<file path="config.mk">
export PLATFORM = sky130hd
export DESIGN_NAME = pc_gen
export DESIGN_NICKNAME = d
export VERILOG_FILES = /design/src/rtl/pc_gen_pkg.sv /design/src/rtl/pc_next_calc.sv /design/src/rtl/pc_gen.sv
export SDC_FILE = /design/constraint.sdc
export NUM_CORES = 1
export LEC_CHECK = 0
export CAP_MARGIN = 20
export CORE_MARGIN = 2
export CORE_UTILIZATION = 24
export CTS_CLUSTER_SIZE = 14
export DETAILED_ROUTE_END_ITERATION = 7
export GPL_ROUTABILITY_DRIVEN = 0
export MAX_ROUTING_LAYER = met4
export PLACE_DENSITY = 0.58
export SLEW_MARGIN = 20
export SYNTH_ARGS = -nofsm -noshare
export SYNTH_HDL_FRONTEND = slang
export SYNTH_SLANG_ARGS = --single-unit
</file>
<file path="constraint.sdc">
create_clock -name clk -period 4.15 [get_ports clk]
set_input_delay 0.83 -clock clk [delete_from_list [all_inputs] [get_ports clk]]
set_output_delay 0.83 -clock clk [all_outputs]
set_load 0.1 [all_outputs]
</file>
<file path="src/rtl/pc_gen_pkg.sv">
// Shared types and constants for the PC generator / instruction fetch unit.
package pc_gen_pkg;

    typedef enum logic [2:0] {
        S_IDLE,
        S_REQ,
        S_WAIT,
        S_HOLD,
        S_ERR
    } state_t;

    localparam int unsigned INSTR_BYTES = 4;
    localparam logic [31:0] ALIGN_MASK  = 32'(INSTR_BYTES - 1);

endpackage

</file>
<file path="src/rtl/pc_next_calc.sv">
// Combinational next-PC selection (sequential or JALR) with alignment check.
module pc_next_calc
    import pc_gen_pkg::*;
(
    input  logic [31:0] pc,
    input  logic [31:0] offset_in,
    input  logic        jalr_en,
    input  logic [31:0] jalr_target,
    output logic [31:0] next_pc,
    output logic        misalign
);

    always_comb begin
        next_pc  = '0;
        misalign = 1'b0;
        // Bit 0 of a JALR target is always cleared; bit 1 can still trip the misalign flag.
        if (jalr_en) begin
            next_pc = jalr_target & ~32'h1;
        end else begin
            next_pc = pc + offset_in;
        end
        misalign = (next_pc & ALIGN_MASK) != '0;
    end

endmodule

</file>
<file path="src/rtl/pc_gen.sv">
// Program counter and single-outstanding instruction fetch FSM with a one-entry hold buffer.
module pc_gen
    import pc_gen_pkg::*;
#(
    parameter logic [31:0] RESET_PC = 32'h0000_0000
) (
    input  logic        clk,
    input  logic        rst,
    input  logic [31:0] offset_in,
    input  logic        offset_valid,
    input  logic        jalr_en,
    input  logic [31:0] jalr_target,
    output logic        imem_req,
    output logic [31:0] imem_addr,
    input  logic        imem_gnt,
    input  logic        imem_rvalid,
    input  logic [31:0] imem_rdata,
    output logic [31:0] instr_out,
    output logic [31:0] instr_pc,
    output logic        instr_valid,
    input  logic        instr_ready,
    output logic        misalign_err
);

    state_t      state;
    state_t      state_next;
    logic [31:0] pc;
    logic [31:0] next_pc;
    logic        misalign;
    logic        advance;
    logic        capture;

    pc_next_calc u_pc_next_calc (
        .pc          (pc),
        .offset_in   (offset_in),
        .jalr_en     (jalr_en),
        .jalr_target (jalr_target),
        .next_pc     (next_pc),
        .misalign    (misalign)
    );

    assign advance   = (state == S_HOLD) && instr_ready && offset_valid;
    assign capture   = (state == S_WAIT) && imem_rvalid;
    assign imem_addr = pc;

    always_ff @(posedge clk or posedge rst) begin
        if (rst) begin
            state <= S_IDLE;
        end else begin
            state <= state_next;
        end
    end

    always_comb begin
        state_next = state;
        imem_req   = 1'b0;
        case (state)
            S_IDLE: state_next = S_REQ;
            S_REQ: begin
                imem_req = 1'b1;
                if (imem_gnt) state_next = S_WAIT;
            end
            S_WAIT: if (imem_rvalid) state_next = S_HOLD;
            S_HOLD: if (advance) state_next = misalign ? S_ERR : S_REQ;
            S_ERR:  state_next = S_ERR;
            default: state_next = S_IDLE;
        endcase
    end

    // rvalid outside WAIT (including stale responses after reset) never reaches the hold buffer.
    always_ff @(posedge clk or posedge rst) begin
        if (rst) begin
            pc           <= RESET_PC;
            instr_out    <= '0;
            instr_pc     <= '0;
            instr_valid  <= 1'b0;
            misalign_err <= 1'b0;
        end else begin
            if (capture) begin
                instr_out   <= imem_rdata;
                instr_pc    <= pc;
                instr_valid <= 1'b1;
            end
            if (advance) begin
                instr_valid <= 1'b0;
                if (misalign) begin
                    misalign_err <= 1'b1;
                end else begin
                    pc <= next_pc;
                end
            end
        end
    end

endmodule

</file>
==> impl_results.md, run 1 <==
- Worst EP required: 4.39 ns
- CTS Sinks: 101
- Post-synthesis sequential area ratio: 44.5%
- Top cell type's share of synthesized area: 44.5%
- Largest net degree at the start of global routing: 60
- Crit path largest cell delay: 0.55 ns
- Hold Buf Count CTS: 0
- Fmax: 0.269 GHz
- Clock-pin slew on the worst setup and hold paths: 0.08 ns
- Top cell type by total area after synthesis: dfrtp_1
- Area Overhead vs Synth: 48.6%
- First-pass GRT wire length: 26400 um
- Worst setup EP type: flop
- CTS tree: yes
- Critical Path, Cell by Cell: clkdlybuf4s50_1 -> ha_1 -> o211ai_1 -> o21ai_0 -> o2111a_1 -> a211oi_2 -> o211a_1 -> a211oi_1 -> xor2_1 -> mux2_1 -> o221a_1
- ANT cells: 0
- Final worst-path cycle share: 89.7%
- ANT nets after route: 0
- Post-synth ARST share: 100%
- # rows: 56
- Die height: 158 um
- Via density per instance: 4.49
- Number of global-route vias before repair: 4732
- Multi-input logic area: 3040 sq um
- Vias post-DR: 4807
- DR iter-0 viols: 296
- CTS buffer count: 9
- WP buf/inv: 1
- Mapped cell area: 5680 sq um
- Fill count: 2340
- Largest cells by area after synthesis: dfrtp_1 (45%), mux2_2 (13%), ha_1 (6.8%)
- Post-route setup TNS: 0 ns
- Sequential cell area: 2530 sq um
- H-tree depth: 3
- Status: completed
- Syn Area/Cell: 10.4 sq um
- Final-stage net count: 881
- Hpwl dp: 12700 um
- Max-slew violation count: 0
- DIE AREA: 24900 sq um
- Final Hold Viols: 0
- Critical Path Source Type: primary input
- Max_cap viols: 0
- Worst hold path depth: 1
- Die width: 158 um
- Post-synthesis sequential element count: 101
- Initial core utilization: 24.3%
- Arrival time worst endpoint: 3.96 ns
- Hold Startpoint: misalign_err
- R2R cell count: 10
- DRC: 0
- R2r startpoint: imem_addr[4]
- Core Region: 23300 sq um
- Top delay family on crit path: compound AO/OA/AOI/OAI gates
- RSZ-0062 raised after global routing: no
- DRT Pass-1 Iters: 5
- Syn Nets: 682
- Ports: 202
- Grt total ovfl: 0
- Port Buffer Count: 200
- Synth Warn #: 0
- Max clock buf depth: 2
- CTS resizes: 0
- Setup CP Type: primary input to flop
- Clock latency on the worst-skew pair: 0.36 ns
- Clock root buffer: clkbuf_16
- Hold Path Class: flop to flop
- Slowest CP cell: o21ai_0
- Worst Clk Skew: 0.0128 ns
- FF-to-FF setup slack: 0.89 ns
- Netlist cell types: 50
- FF-to-FF End: imem_addr[31]
- Hold Crit Endpoint: misalign_err
- # Post-CTS Setup Buffers: 0
- Worst Tran Pin Value: 1.09 ns
- Initial antenna violation count: 0
- GRT Overall Usage: 14.2%
- Cell count after synthesis: 547
- Drt total wl: 17000 um
- Wire per inst: 15.9 um
- Fin crit period: 3.72 ns
- Number of synthesized flops with an enable pin: 0
- Crit path max fanout: 4
- Layout cell share with drive strength beyond 1: 13.4%
- Ys flop type: dfrtp_1
- Final Setup Violations: 0
- Slew Limit Headroom: 26.9%
==> synth_stat cells (3+ instances only) <==
| library cell | n |
|---|---|
| and2_1 | 6 |
| mux2i_1 | 8 |
| o211ai_1 | 6 |
| and4_1 | 3 |
| buf_1 | 3 |
| and3_1 | 7 |
| xor2_1 | 8 |
| a21o_1 | 15 |
| nand2b_1 | 5 |
| a21oi_1 | 49 |
| a211oi_1 | 3 |
| nand3_1 | 8 |
| ha_1 | 31 |
| nor2_1 | 30 |
| a31oi_1 | 8 |
| o21ai_0 | 40 |
| mux2_2 | 64 |
| nor3b_1 | 5 |
| nand3b_1 | 3 |
| o21bai_1 | 6 |
| xnor2_1 | 20 |
| clkbuf_1 | 21 |
| nor3_1 | 3 |
| dfrtp_1 | 101 |
| o21a_1 | 5 |
| nor2b_1 | 4 |
| inv_1 | 11 |
| nand2_1 | 43 |
==> layout by cell type (no fill, tap or decap), drive strengths merged, types with 3 or more instances in the layout <==
cell type | netlist | routed
nor2 | 30 | 30
o211ai | 6 | 6
dfrtp | 101 | 101
nand3b | 3 | 3
nor3b | 5 | 5
mux2 | 65 | 65
nor3 | 3 | 3
o21ai | 41 | 41
nand2 | 43 | 43
clkbuf | 21 | 9
xnor2 | 20 | 20
and3 | 7 | 7
nand3 | 8 | 8
a211oi | 4 | 4
inv | 11 | 13
a21oi | 50 | 50
clkdlybuf4s50 | 0 | 199
xor2 | 8 | 8
and2 | 6 | 6
o21a | 5 | 5
ha | 31 | 31
clkinv | 0 | 5
o21bai | 6 | 6
and4 | 3 | 3
nor2b | 4 | 4
a31oi | 8 | 8
mux2i | 8 | 8
nand2b | 5 | 5
buf | 3 | 13
a21o | 15 | 15
==> kinds of logic after synthesis <==
group | after synthesis | share of synthesized area [%]
adders and majority gates | 32 | 7.18
buffers and inverters | 35 | 2.31
AOI/OAI and AO/OA | 153 | 16.7
DFF | 101 | 44.5
and+or+nand+nor | 125 | 10.7
muxes | 73 | 14.3
xor gates and xnor gates | 28 | 4.32
==> how the worst max path moves through the flow <==
stage,cells past startpoint,from,to,slack (ns)
floorplan,2,state[1],imem_req,0.59
global placement,11,offset_in[2],imem_addr[31],0.08
detailed placement,11,offset_in[1],imem_addr[31],0.07
CTS,11,offset_in[2],imem_addr[31],0.44
global route,14,offset_in[0],imem_addr[30],0.21
finish,11,offset_in[2],imem_addr[31],0.43
==> flip-flops by register name, summed over array words and instances, names as in the netlist <==
| register | cells |
|---|---|
| imem_addr | 32 |
| misalign_err | 1 |
| instr_valid | 1 |
| state | 3 |
| instr_out | 32 |
| instr_pc | 32 |
==> worst reg2reg max path, stage by stage, from the launching register on <==
cell and delay (ns):
dfrtp_1 0.43, ha_1 0.38, o211ai_1 0.11, o21ai_0 0.55
o2111a_1 0.28, a211oi_2 0.07, o211a_1 0.24, a211oi_1 0.33
xor2_1 0.22, mux2_1 0.33, o221a_1 0.22
==> final cells by class <==
class                      instances  area share (%)
multi-input combinational        411            36.0
clock inverter                     7            1.11
clock buffer                       9            2.67
sequential                       101            29.9
tap                              319            4.73
timing repair buffer             212            25.0
inverter                          11           0.519
==> metal layers <==
| layer | vias up | share of wire [%] | global-route usage, % |
|---|---|---|---|
| li1 | 2388 | - | - |
| met1 | 2278 | 47 | 18.6 |
| met2 | 127 | 48 | 22.8 |
| met3 | 14 | 3.7 | 1.89 |
| met4 | 0 | 1.4 | 4.20 |
| met5 | - | 0 | - |
==> metrics by stage <==
step	instances	area (sq um)	hold slack, ns	worst slack (ns)	util, %
global route	1070	8440	0.497	0.210	36.2
CTS	1070	8440	0.483	0.438	36.2
global placement	1054	8120	0.454	0.0752	34.8
floorplan	547	5680	0.473	0.586	-
finish	1070	8440	0.475	0.427	36.2
detailed placement	1054	8120	0.463	0.0720	34.8
Power of run 1 is left out: the tool's default activity adds up to more than one toggle a clock period on the data nets, which glitch-free logic cannot reach.
==> run 2: changes to the inputs <==
--- a/config.mk
+++ b/config.mk
@@ -5,7 +5,7 @@
 export SDC_FILE = /design/constraint.sdc
 export NUM_CORES = 1
 export LEC_CHECK = 0
-export CAP_MARGIN = 20
+export CAP_MARGIN = 10
 export CORE_MARGIN = 2
 export CORE_UTILIZATION = 24
 export CTS_CLUSTER_SIZE = 14
==> results of run 2 <==
Final layout, timing and power as in run 1 (identical DEF).
Power of run 2 is left out for the same reason.
